File: config.mk
export PLATFORM = sky130hd
export DESIGN_NAME = bpsk_symbol_modulator_flat
export DESIGN_NICKNAME = d
export VERILOG_FILES = /design/src/rtl/bpsk_symbol_modulator_if.sv /design/src/rtl/bpsk_symbol_modulator.sv /design/src/flat_wrapper.sv
export SDC_FILE = /design/constraint.sdc
export NUM_CORES = 1
export LEC_CHECK = 0
export CORE_MARGIN = 2
export CORE_UTILIZATION = 50
export DETAILED_ROUTE_END_ITERATION = 10
export HOLD_SLACK_MARGIN = 0.02
export MAX_ROUTING_LAYER = met4
export PLACE_DENSITY = 0.83
export SYNTH_ARGS = -nofsm -noshare
export SYNTH_HDL_FRONTEND = slang
export SYNTH_SLANG_ARGS = --single-unit
File: constraint.sdc
create_clock -name clk -period 3 [get_ports clk]
set_clock_uncertainty 0.05 [all_clocks]
set_input_delay 0.3 -clock clk [delete_from_list [all_inputs] [get_ports clk]]
set_output_delay 0.3 -clock clk [all_outputs]
set_load 0.05 [all_outputs]
File: src/rtl/bpsk_symbol_modulator_if.sv
// Serializer/DAC-side bundle for the BPSK modulator: bit request/return plus sample stream.
// master = bit source / sample sink, slave = modulator.
interface bpsk_symbol_modulator_if #(
  parameter int SAMPLE_WIDTH = 8
);
  logic                           start;
  logic                           signal_stream;
  logic                           data_clear;
  logic                           next;
  logic signed [SAMPLE_WIDTH-1:0] sample_out;
  logic                           sample_valid;
  logic                           busy;
  logic                           tx_done;

  modport master (
    output start, signal_stream, data_clear,
    input  next, sample_out, sample_valid, busy, tx_done
  );

  modport slave (
    input  start, signal_stream, data_clear,
    output next, sample_out, sample_valid, busy, tx_done
  );
endinterface

File: src/rtl/bpsk_symbol_modulator.sv
// BPSK carrier modulator: paces the serializer with `next`, one sample per CLKS_PER_SAMPLE clks.
// Sample appears one clk after its tick; the bit source must answer `next` on the following cycle.
module bpsk_symbol_modulator #(
  parameter int                     SAMPLE_WIDTH       = 8,
  parameter int                     PHASE_WIDTH        = 16,
  parameter int                     LUT_ADDR_WIDTH     = 6,
  parameter logic [PHASE_WIDTH-1:0] PHASE_INC          = 16'h2000,
  parameter int                     SAMPLES_PER_SYMBOL = 8,
  parameter int                     CLKS_PER_SAMPLE    = 4
) (
  input logic                clk,
  input logic                rst,
  bpsk_symbol_modulator_if.slave bus
);

  localparam logic [1:0] S_IDLE = 2'd0;
  localparam logic [1:0] S_LOAD = 2'd1;
  localparam logic [1:0] S_RUN  = 2'd2;

  localparam int PEAK  = 2**(SAMPLE_WIDTH-1) - 1;
  localparam int LUT_N = 2**LUT_ADDR_WIDTH;
  localparam int DIV_W = $clog2(CLKS_PER_SAMPLE);
  localparam int SYM_W = $clog2(SAMPLES_PER_SYMBOL);

  // Quarter-wave sine table built at elaboration with a Q30 fixed-point Taylor series.
  function automatic logic [LUT_N*SAMPLE_WIDTH-1:0] build_lut();
    logic [LUT_N*SAMPLE_WIDTH-1:0] t;
    longint x, x2, term, sum, v;
    t = '0;
    for (int i = 0; i < LUT_N; i++) begin
      x    = (64'sd3373259426 * i) >>> (LUT_ADDR_WIDTH + 1);
      x2   = (x * x) >>> 30;
      term = x;
      sum  = x;
      for (int k = 1; k <= 6; k++) begin
        term = -((term * x2) >>> 30) / longint'((2 * k) * (2 * k + 1));
        sum  = sum + term;
      end
      v = (longint'(PEAK) * sum + (64'sd1 <<< 29)) >>> 30;
      t[i*SAMPLE_WIDTH +: SAMPLE_WIDTH] = SAMPLE_WIDTH'(v);
    end
    return t;
  endfunction

  localparam logic [LUT_N*SAMPLE_WIDTH-1:0] LUT = build_lut();

  logic [1:0]                     state;
  logic [PHASE_WIDTH-1:0]         phase;
  logic [DIV_W-1:0]               div;
  logic [SYM_W-1:0]               sym_cnt;
  logic                           cur_bit;
  logic                           last;
  logic                           cap;
  logic                           fin;
  logic signed [SAMPLE_WIDTH-1:0] sample_q;
  logic                           sample_vld_q;
  logic                           tx_done_q;

  logic                           tick;
  logic                           sym_end;
  logic [1:0]                     quad;
  logic [LUT_ADDR_WIDTH-1:0]      addr;
  logic [LUT_ADDR_WIDTH-1:0]      lut_idx;
  logic signed [SAMPLE_WIDTH-1:0] mag;
  logic signed [SAMPLE_WIDTH-1:0] carrier;
  logic signed [SAMPLE_WIDTH-1:0] mod_val;

  assign tick    = (state == S_RUN) && !fin && (div == DIV_W'(CLKS_PER_SAMPLE - 1));
  assign sym_end = tick && (sym_cnt == SYM_W'(SAMPLES_PER_SYMBOL - 1));
  assign quad    = phase[PHASE_WIDTH-1 -: 2];
  assign addr    = phase[PHASE_WIDTH-3 -: LUT_ADDR_WIDTH];

  always_comb begin
    // Odd quadrants read the table backwards: 2^L-1-a is simply ~a.
    lut_idx = quad[0] ? ~addr : addr;
    mag     = LUT[lut_idx*SAMPLE_WIDTH +: SAMPLE_WIDTH];
    carrier = quad[1] ? -mag : mag;
    mod_val = cur_bit ? carrier : -carrier;
  end

  assign bus.next         = !rst && (((state == S_IDLE) && bus.start) || (sym_end && !last));
  assign bus.sample_out   = sample_q;
  assign bus.sample_valid = sample_vld_q;
  assign bus.busy         = (state != S_IDLE);
  assign bus.tx_done      = tx_done_q;

  always_ff @(posedge clk or posedge rst) begin
    if (rst) begin
      state        <= S_IDLE;
      phase        <= '0;
      div          <= '0;
      sym_cnt      <= '0;
      cur_bit      <= 1'b0;
      last         <= 1'b0;
      cap          <= 1'b0;
      fin          <= 1'b0;
      sample_q     <= '0;
      sample_vld_q <= 1'b0;
      tx_done_q    <= 1'b0;
    end else begin
      sample_vld_q <= 1'b0;
      tx_done_q    <= 1'b0;
      cap          <= 1'b0;
      case (state)
        S_IDLE: begin
          sample_q <= '0;
          if (bus.start) state <= S_LOAD;
        end
        S_LOAD: begin
          cur_bit <= bus.signal_stream;
          phase   <= '0;
          sym_cnt <= '0;
          last    <= 1'b0;
          div     <= '0;
          fin     <= 1'b0;
          state   <= S_RUN;
        end
        S_RUN: begin
          if (fin) begin
            // Final sample has been presented; drop to idle with a zeroed output.
            state     <= S_IDLE;
            tx_done_q <= 1'b1;
            sample_q  <= '0;
            fin       <= 1'b0;
          end else begin
            div <= tick ? '0 : div + 1'b1;
            if (cap) begin
              cur_bit <= bus.signal_stream;
              last    <= bus.data_clear;
            end
            if (tick) begin
              sample_q     <= mod_val;
              sample_vld_q <= 1'b1;
              phase        <= phase + PHASE_INC;
              sym_cnt      <= sym_end ? '0 : sym_cnt + 1'b1;
              if (sym_end && last)  fin <= 1'b1;
              if (sym_end && !last) cap <= 1'b1;
            end
          end
        end
        default: state <= S_IDLE;
      endcase
    end
  end

endmodule
File: src/flat_wrapper.sv
// flat-port wrapper written by rule: the top's interface ports become plain ports
module bpsk_symbol_modulator_flat 
#(
  parameter int                     SAMPLE_WIDTH       = 8,
  parameter int                     PHASE_WIDTH        = 16,
  parameter int                     LUT_ADDR_WIDTH     = 6,
  parameter logic [PHASE_WIDTH-1:0] PHASE_INC          = 16'h2000,
  parameter int                     SAMPLES_PER_SYMBOL = 8,
  parameter int                     CLKS_PER_SAMPLE    = 4
)
  (clk, rst, bus_start, bus_signal_stream, bus_data_clear, bus_next, bus_sample_out, bus_sample_valid, bus_busy, bus_tx_done);
  bpsk_symbol_modulator_if #(.SAMPLE_WIDTH(SAMPLE_WIDTH)) bus_i ();
  input logic clk;
  input logic rst;
  input wire logic [$bits(bus_i.start)-1:0] bus_start;
  input wire logic [$bits(bus_i.signal_stream)-1:0] bus_signal_stream;
  input wire logic [$bits(bus_i.data_clear)-1:0] bus_data_clear;
  output wire logic [$bits(bus_i.next)-1:0] bus_next;
  output wire logic [$bits(bus_i.sample_out)-1:0] bus_sample_out;
  output wire logic [$bits(bus_i.sample_valid)-1:0] bus_sample_valid;
  output wire logic [$bits(bus_i.busy)-1:0] bus_busy;
  output wire logic [$bits(bus_i.tx_done)-1:0] bus_tx_done;
  assign bus_i.start = bus_start;
  assign bus_i.signal_stream = bus_signal_stream;
  assign bus_i.data_clear = bus_data_clear;
  assign bus_next = bus_i.next;
  assign bus_sample_out = bus_i.sample_out;
  assign bus_sample_valid = bus_i.sample_valid;
  assign bus_busy = bus_i.busy;
  assign bus_tx_done = bus_i.tx_done;
  bpsk_symbol_modulator #(.SAMPLE_WIDTH(SAMPLE_WIDTH), .PHASE_WIDTH(PHASE_WIDTH), .LUT_ADDR_WIDTH(LUT_ADDR_WIDTH), .PHASE_INC(PHASE_INC), .SAMPLES_PER_SYMBOL(SAMPLES_PER_SYMBOL), .CLKS_PER_SAMPLE(CLKS_PER_SAMPLE)) u_core (.clk(clk), .rst(rst), .bus(bus_i));
endmodule
=== Word-level counts from Yosys, hierarchy flattened ===
Index checks and enable logic that the tools add are counted.
Widths: inputs -> output; s select.

* Register bits after elaboration: 37
* Bits of input ports: 5
* Output and inout port bits: 12
* Word-level logic and storage cells: 86

* $add $sub $neg: 5
* Equality and inequality tests: 10
* Shift-type cells: 1
* Muxes and demuxes: 38
* Bitwise gates (word level): 1
* Reductions and logical operators: 20

{| class="wikitable"
|+ Operator list
! operator !! number
|-
| $shiftx 512x10->8 const A || 1
|-
| $mux 16 || 2
|-
| $mux 8 || 4
|-
| $pmux 16 s2 || 1
|-
| $add 16x14->16 const B || 1
|-
| $mux 1 || 16
|-
| $neg 8->8 || 2
|-
| $pmux 8 s2 || 1
|-
| $mux 3 || 3
|-
| $mux 2 || 4
|-
| $logic_and 1x1->1 || 7
|-
| $mux 6 || 1
|-
| $ne 2x1->1 const B || 3
|-
| $not 6->6 || 1
|-
| $pmux 1 s2 || 3
|-
| $pmux 2 s3 || 1
|-
| $pmux 3 s2 || 1
|-
| $reduce_and 2->1 || 3
|-
| $reduce_and 3->1 || 2
|-
| $reduce_bool 2->1 || 3
|-
| $eq 2x2->1 const B || 2
|-
| $ne 2x2->1 const B || 2
|-
| $pmux 2 s2 || 1
|-
| $add 3x1->3 const B || 1
|-
| other kinds (7) || 9
|}

=== Logic depth before layout (Yosys ltp) ===
* Word-level depth: 10
* Gate-level depth with buffers: 10

=== Worst setup path before layout ===
OpenSTA, ideal clock, no wires.

* Path type: reg-to-output
* Start point: register u_core.state[0]
* End point: output port bus_next
* Arrival: 1.945 ns
* Required time: 2.650 ns
* Slack: 0.705 ns
* Stages on the path, launching flop included: 11
* Buffers on the path: 0
* Cells stage by stage: dfrtp_1 -> inv_1 -> ha_1 -> inv_2 -> nor2_2 -> nand2_2 -> inv_2 -> nand2_1 -> nor2_2 -> a21oi_1 -> nor2_1

* Cells in the longest elaborated chain, start to end: 7
* Elaborated cells on any way between the ends: 9
* Those cells by class: eq/ne: 1; reduce/logical: 8

{| class="wikitable"
|+ Ends and longest elaborated chain
! what !! RTL line !! source
|-
| start: declaration || bpsk_symbol_modulator.sv:47 || <nowiki>logic [1:0] state;</nowiki>
|-
| start signal: assignment || bpsk_symbol_modulator.sv:89 || <nowiki>state <= S_IDLE;</nowiki>
|-
| start signal: assignment || bpsk_symbol_modulator.sv:107 || <nowiki>if (bus.start) state <= S_LOAD;</nowiki>
|-
| start signal: assignment || bpsk_symbol_modulator.sv:116 || <nowiki>state <= S_RUN;</nowiki>
|-
| $eq 2x2->1 || bpsk_symbol_modulator.sv:68 || <nowiki>assign tick = (state == S_RUN) && !fin && (div == DIV_W'(CLKS_PER_SAMPLE - 1));</nowiki>
|-
| $logic_and 1x1->1 (2 in a row) || bpsk_symbol_modulator.sv:68 ||
|-
| $logic_and 1x1->1 || bpsk_symbol_modulator.sv:69 || <nowiki>assign sym_end = tick && (sym_cnt == SYM_W'(SAMPLES_PER_SYMBOL - 1));</nowiki>
|-
| $logic_and 1x1->1 || bpsk_symbol_modulator.sv:81 || <nowiki>assign bus.next = !rst && (((state == S_IDLE) && bus.start) || (sym_end && !last));</nowiki>
|-
| $logic_or 1x1->1 * || bpsk_symbol_modulator.sv:81 ||
|-
| $logic_and 1x1->1 * || bpsk_symbol_modulator.sv:81 ||
|-
| end: declaration || flat_wrapper.sv:18 || <nowiki>output wire logic [$bits(bus_i.next)-1:0] bus_next;</nowiki>
|}

Every way passes the cells marked *; elsewhere a longest branch is shown, timed or not.

=== Worst setup path in the final report ===
Ends and elaborated chain as after synthesis.

==> impl_metrics.xml <==
<?xml version="1.0" encoding="UTF-8"?>
<metrics>
  <group name="logic_synthesis">
    <metric name="ys_seq_elements" unit="">24</metric>
    <metric name="synth_fp_nets" unit="">159</metric>
    <metric name="synthDistinctLibCells" unit="">32</metric>
    <metric name="synthesis.yosys.warnings" unit="">0</metric>
    <metric name="synth_area_per_cell" unit="um2">9.50</metric>
    <metric name="postSynthCellCount" unit="">141</metric>
    <metric name="netlist_area" unit="um2">1340</metric>
    <metric name="synth_seq_area_share" unit="%">44.8</metric>
  </group>
  <group name="final_layout">
    <metric name="layout.area.seq" unit="um2">601</metric>
    <metric name="fillerInstances" unit="">228</metric>
    <metric name="finalNonFillerCells" unit="">187</metric>
    <metric name="num_antenna_cells" unit="">0</metric>
    <metric name="share_of_cells_above_drive_strength_1" unit="%">9.55</metric>
    <metric name="area.growth.synth_to_final" unit="%">14.5</metric>
    <metric name="multiInputGateArea" unit="um2">666</metric>
    <metric name="layout.nets" unit="">177</metric>
  </group>
  <group name="critical_path">
    <metric name="timing.rr.start" unit="">u_core.phase[13]$_DFFE_PP0P_</metric>
    <metric name="crit_start" unit="">u_core.state[0]$_DFFE_PP0P_</metric>
    <metric name="destination_of_the_worst_register_to_register_timing_path" unit="">u_core.bus.sample_out[6]$_DFFE_PP0P_</metric>
    <metric name="endpoint_kind" unit="">output pin</metric>
    <metric name="crit_type" unit="">register to output pin</metric>
    <metric name="reg2reg_setup_slack" unit="ps">1010</metric>
    <metric name="crit_path_end" unit="">bus_next</metric>
    <metric name="worstRegToRegCells" unit="">7</metric>
    <metric name="critPathLaunchType" unit="">register</metric>
    <metric name="path_max_fanout" unit="">9</metric>
    <metric name="crit_arrival" unit="ps">2220</metric>
    <metric name="timing.critical_path.required" unit="ps">2650</metric>
  </group>
  <group name="grt">
    <metric name="largest_net_degree_at_the_start_of_global_routing" unit="">25</metric>
    <metric name="busiest_layer" unit="">met2</metric>
    <metric name="groute.usage.overall" unit="%">16.9</metric>
    <metric name="met3_usage" unit="%">4.19</metric>
    <metric name="gr-total-overflow" unit="">0</metric>
    <metric name="grt_use_met1" unit="%">19.0</metric>
    <metric name="grt_pass1_vias" unit="">916</metric>
    <metric name="wire_length_of_the_first_global_routing_pass" unit="um">4020</metric>
    <metric name="grt_antenna_before_repair" unit="">0</metric>
    <metric name="use_met2" unit="%">29.3</metric>
  </group>
  <group name="timing">
    <metric name="rsz0062_at_grt" unit="">false</metric>
    <metric name="timing.final.max_slew_violations" unit="">0</metric>
    <metric name="timing.final.crit_share" unit="%">85.7</metric>
    <metric name="final.setup.tns" unit="ps">0</metric>
    <metric name="timing.max_slew.rel_slack" unit="%">41.6</metric>
    <metric name="post-route-min-period" unit="ps">2570</metric>
    <metric name="setup-violations-final" unit="">0</metric>
    <metric name="clock.fmax" unit="GHz">0.389</metric>
    <metric name="final-hold-violation-count" unit="">0</metric>
    <metric name="worst-slew-pin-transition" unit="ps">875</metric>
    <metric name="finalHoldWorstSlack" unit="ps">429</metric>
  </group>
  <group name="die">
    <metric name="floorplan.die.height" unit="um">55.8</metric>
    <metric name="design.core.area" unit="um2">2500</metric>
    <metric name="num_io_pins" unit="">17</metric>
    <metric name="effective_utilization_at_floorplan" unit="%">53.6</metric>
    <metric name="floorplan.die_area" unit="um2">3110</metric>
    <metric name="chipWidth" unit="um">55.8</metric>
    <metric name="rows" unit="">18</metric>
  </group>
  <group name="drt">
    <metric name="overall_via_count_from_detail_route" unit="">994</metric>
    <metric name="ant_nets" unit="">0</metric>
    <metric name="initialDrtViolationCount" unit="">16</metric>
    <metric name="detail_route.wl_per_cell" unit="um">12.4</metric>
    <metric name="drc_errors" unit="">0</metric>
    <metric name="postRouteWirelength" unit="um">2310</metric>
    <metric name="dr.pass1.iters" unit="">4</metric>
    <metric name="viasPerCell" unit="">5.32</metric>
  </group>
  <group name="place">
    <metric name="dp.final_hpwl" unit="um">1840</metric>
    <metric name="routabilityCongestion" unit="">0.855</metric>
    <metric name="io_buffer_count" unit="">16</metric>
    <metric name="post_place_cells" unit="">184</metric>
  </group>
  <group name="clock_tree">
    <metric name="cts_buffers" unit="">3</metric>
    <metric name="clock_insertion_delay_worst_skew" unit="ps">320</metric>
    <metric name="cts_num_sinks" unit="">24</metric>
    <metric name="cts_buffer_depth" unit="">2</metric>
    <metric name="cts-root-buf" unit="">clkbuf_4</metric>
    <metric name="post_cts_hold_buffer_count" unit="">0</metric>
    <metric name="tritoncts" unit="">yes</metric>
    <metric name="clk_transition_reported_paths" unit="ps">130</metric>
    <metric name="ctsHtreeMaxLevel" unit="">1</metric>
  </group>
  <group name="flow_run">
    <metric name="drv_cap" unit="">0</metric>
  </group>
  <group name="pwr">
    <metric name="power.density_cell_area" unit="nW/um2">603</metric>
    <metric name="irDropWorstVdd" unit="uV">570</metric>
    <metric name="p_leak" unit="nW">0.685</metric>
  </group>
  <group name="status">
    <metric name="run_status" unit="">finished, final reports clean</metric>
  </group>
  <group name="worst_hold_path">
    <metric name="hold_class" unit="">primary input to asynchronous set/reset pin</metric>
  </group>
</metrics>
==> what timing repair did <==
| item | in CTS | in global routing |
|---|---|---|
| setup endpoints to repair | 1 | 1 |
| pin swaps | 0 | 0 |
| setup buffers | 0 | 0 |
| resized for setup | 1 | 2 |
==> layout make-up <==
class	instances	area share (%)
sequential	24	39.2
multi-input combinational	100	43.4
timing repair buffer	16	10.1
clock buffer	3	1.47
tap	30	2.45
inverter	14	3.43
==> critical path, cell delays in order (launching register included) <==
cell and delay, ps:
dfrtp_1 400, inv_1 130, ha_1 270, inv_2 110
nor2_2 140, nand2_2 140, inv_2 90, nand2_1 80
nor2_2 110, a21oi_1 50, nor2_1 90, clkbuf_2 280
==> cell usage in the layout (no fill, tap or decap) <==
master / synthesis / routed
a21o_1: 1 / 1
a21oi_1: 7 / 7
a21oi_2: 1 / 1
a221oi_1: 1 / 1
a22o_1: 2 / 2
a311oi_1: 1 / 1
a31o_1: 1 / 1
a31oi_1: 1 / 1
clkbuf_2: 0 / 1
clkbuf_4: 0 / 3
clkdlybuf4s50_1: 0 / 15
dfrtp_1: 24 / 24
ha_1: 13 / 13
inv_1: 12 / 12
inv_2: 2 / 2
mux2_2: 2 / 2
mux2i_1: 4 / 4
nand2_1: 23 / 23
nand2_2: 1 / 1
nand2b_1: 1 / 1
nor2_1: 9 / 9
nor2_2: 3 / 3
nor2b_1: 1 / 1
nor3_1: 1 / 1
nor4_2: 1 / 1
o21ai_0: 10 / 10
o21ai_1: 4 / 4
o21ai_2: 1 / 1
o22ai_1: 3 / 3
or2b_1: 1 / 1
or3_1: 1 / 1
xnor2_1: 3 / 3
xor2_1: 3 / 3
==> cell usage after synthesis <==
| master | count | area (um2) |
|---|---|---|
| a21o_1 | 1 | 7.51 |
| a21oi_1 | 7 | 35.0 |
| a21oi_2 | 1 | 8.76 |
| a221oi_1 | 1 | 8.76 |
| a22o_1 | 2 | 17.5 |
| a311oi_1 | 1 | 8.76 |
| a31o_1 | 1 | 8.76 |
| a31oi_1 | 1 | 6.26 |
| buf_2 | 2 | 10.0 |
| buf_6 | 1 | 11.3 |
| dfrtp_1 | 24 | 601 |
| ha_1 | 13 | 163 |
| inv_1 | 12 | 45.0 |
| inv_2 | 2 | 7.51 |
| mux2_2 | 2 | 22.5 |
| mux2i_1 | 4 | 40.0 |
| nand2_1 | 23 | 86.3 |
| nand2_2 | 1 | 6.26 |
| nand2b_1 | 1 | 6.26 |
| nor2_1 | 9 | 33.8 |
| nor2_2 | 3 | 18.8 |
| nor2b_1 | 1 | 6.26 |
| nor3_1 | 1 | 5.00 |
| nor4_2 | 1 | 12.5 |
| o21ai_0 | 10 | 50.1 |
| o21ai_1 | 4 | 20.0 |
| o21ai_2 | 1 | 8.76 |
| o22ai_1 | 3 | 18.8 |
| or2b_1 | 1 | 7.51 |
| or3_1 | 1 | 6.26 |
| xnor2_1 | 3 | 26.3 |
| xor2_1 | 3 | 26.3 |
==> through the flow <==
stage	total power [W]	worst slack [ps]	area [um2]	util, %
global placement	0.000772	372	1520	60.7
finish	0.000925	428	1530	61.4
detailed placement	0.000791	265	1520	60.7
floorplan	0.000699	705	1340	-
global route	0.000999	185	1530	61.4
CTS	0.000928	174	1540	61.5
==> kinds of logic (layout without fill, tap and decap cells) <==
kind of cell	after synthesis	in the layout	share of synthesized area (%)
AND/OR/NAND/NOR	42	42	14.1
AO/OA/AOI/OAI	33	33	14.8
flip-flops	24	24	44.8
buffers and inverters	17	33	5.51
adder cells (fa/ha/maj)	13	13	12.1
XOR/XNOR	6	6	3.92
multiplexers	6	6	4.67
==> sequential cells by signal, indices dropped and copies added (netlist names) <==
register	cells
u_core.phase	3
u_core.sym_cnt	3
u_core.state	2
u_core.bus.sample_out	8
u_core.cur_bit	1
u_core.bus.tx_done	1
u_core.div	2
u_core.last	1
u_core.bus.sample_valid	1
u_core.cap	1
u_core.fin	1
==> report_power, final <==
group | internal (W) | switching [W] | total [W] | leakage, nW
clock | 0.0000471 | 0.0000954 | 0.000142 | 0.0138
combinational | 0.000132 | 0.000256 | 0.000388 | 0.343
sequential | 0.000357 | 0.0000376 | 0.000394 | 0.329
==> worst min path at each step <==
stage | startpoint | endpoint | slack (ps)
3_5_place_dp | u_core.bus.sample_out[2]$_DFFE_PP0P_ | u_core.bus.sample_out[2]$_DFFE_PP0P_ | 420
5_1_grt | u_core.bus.sample_out[6]$_DFFE_PP0P_ | u_core.bus.sample_out[6]$_DFFE_PP0P_ | 470
6_report | rst | u_core.state[0]$_DFFE_PP0P_ | 430
3_3_place_gp | u_core.bus.sample_out[3]$_DFFE_PP0P_ | u_core.bus.sample_out[3]$_DFFE_PP0P_ | 420
2_1_floorplan | rst | u_core.bus.sample_out[0]$_DFFE_PP0P_ | 260
4_1_cts | u_core.bus.sample_out[2]$_DFFE_PP0P_ | u_core.bus.sample_out[2]$_DFFE_PP0P_ | 450
==> metal layers <==
| metal | vias up | wire (um) |
|---|---|---|
| met5 | - | 0 |
| met4 | 0 | 31 |
| met3 | 4 | 96 |
| met2 | 17 | 1200 |
| met1 | 470 | 982 |
| li1 | 503 | - |
Power figures use the tool's default switching activity.
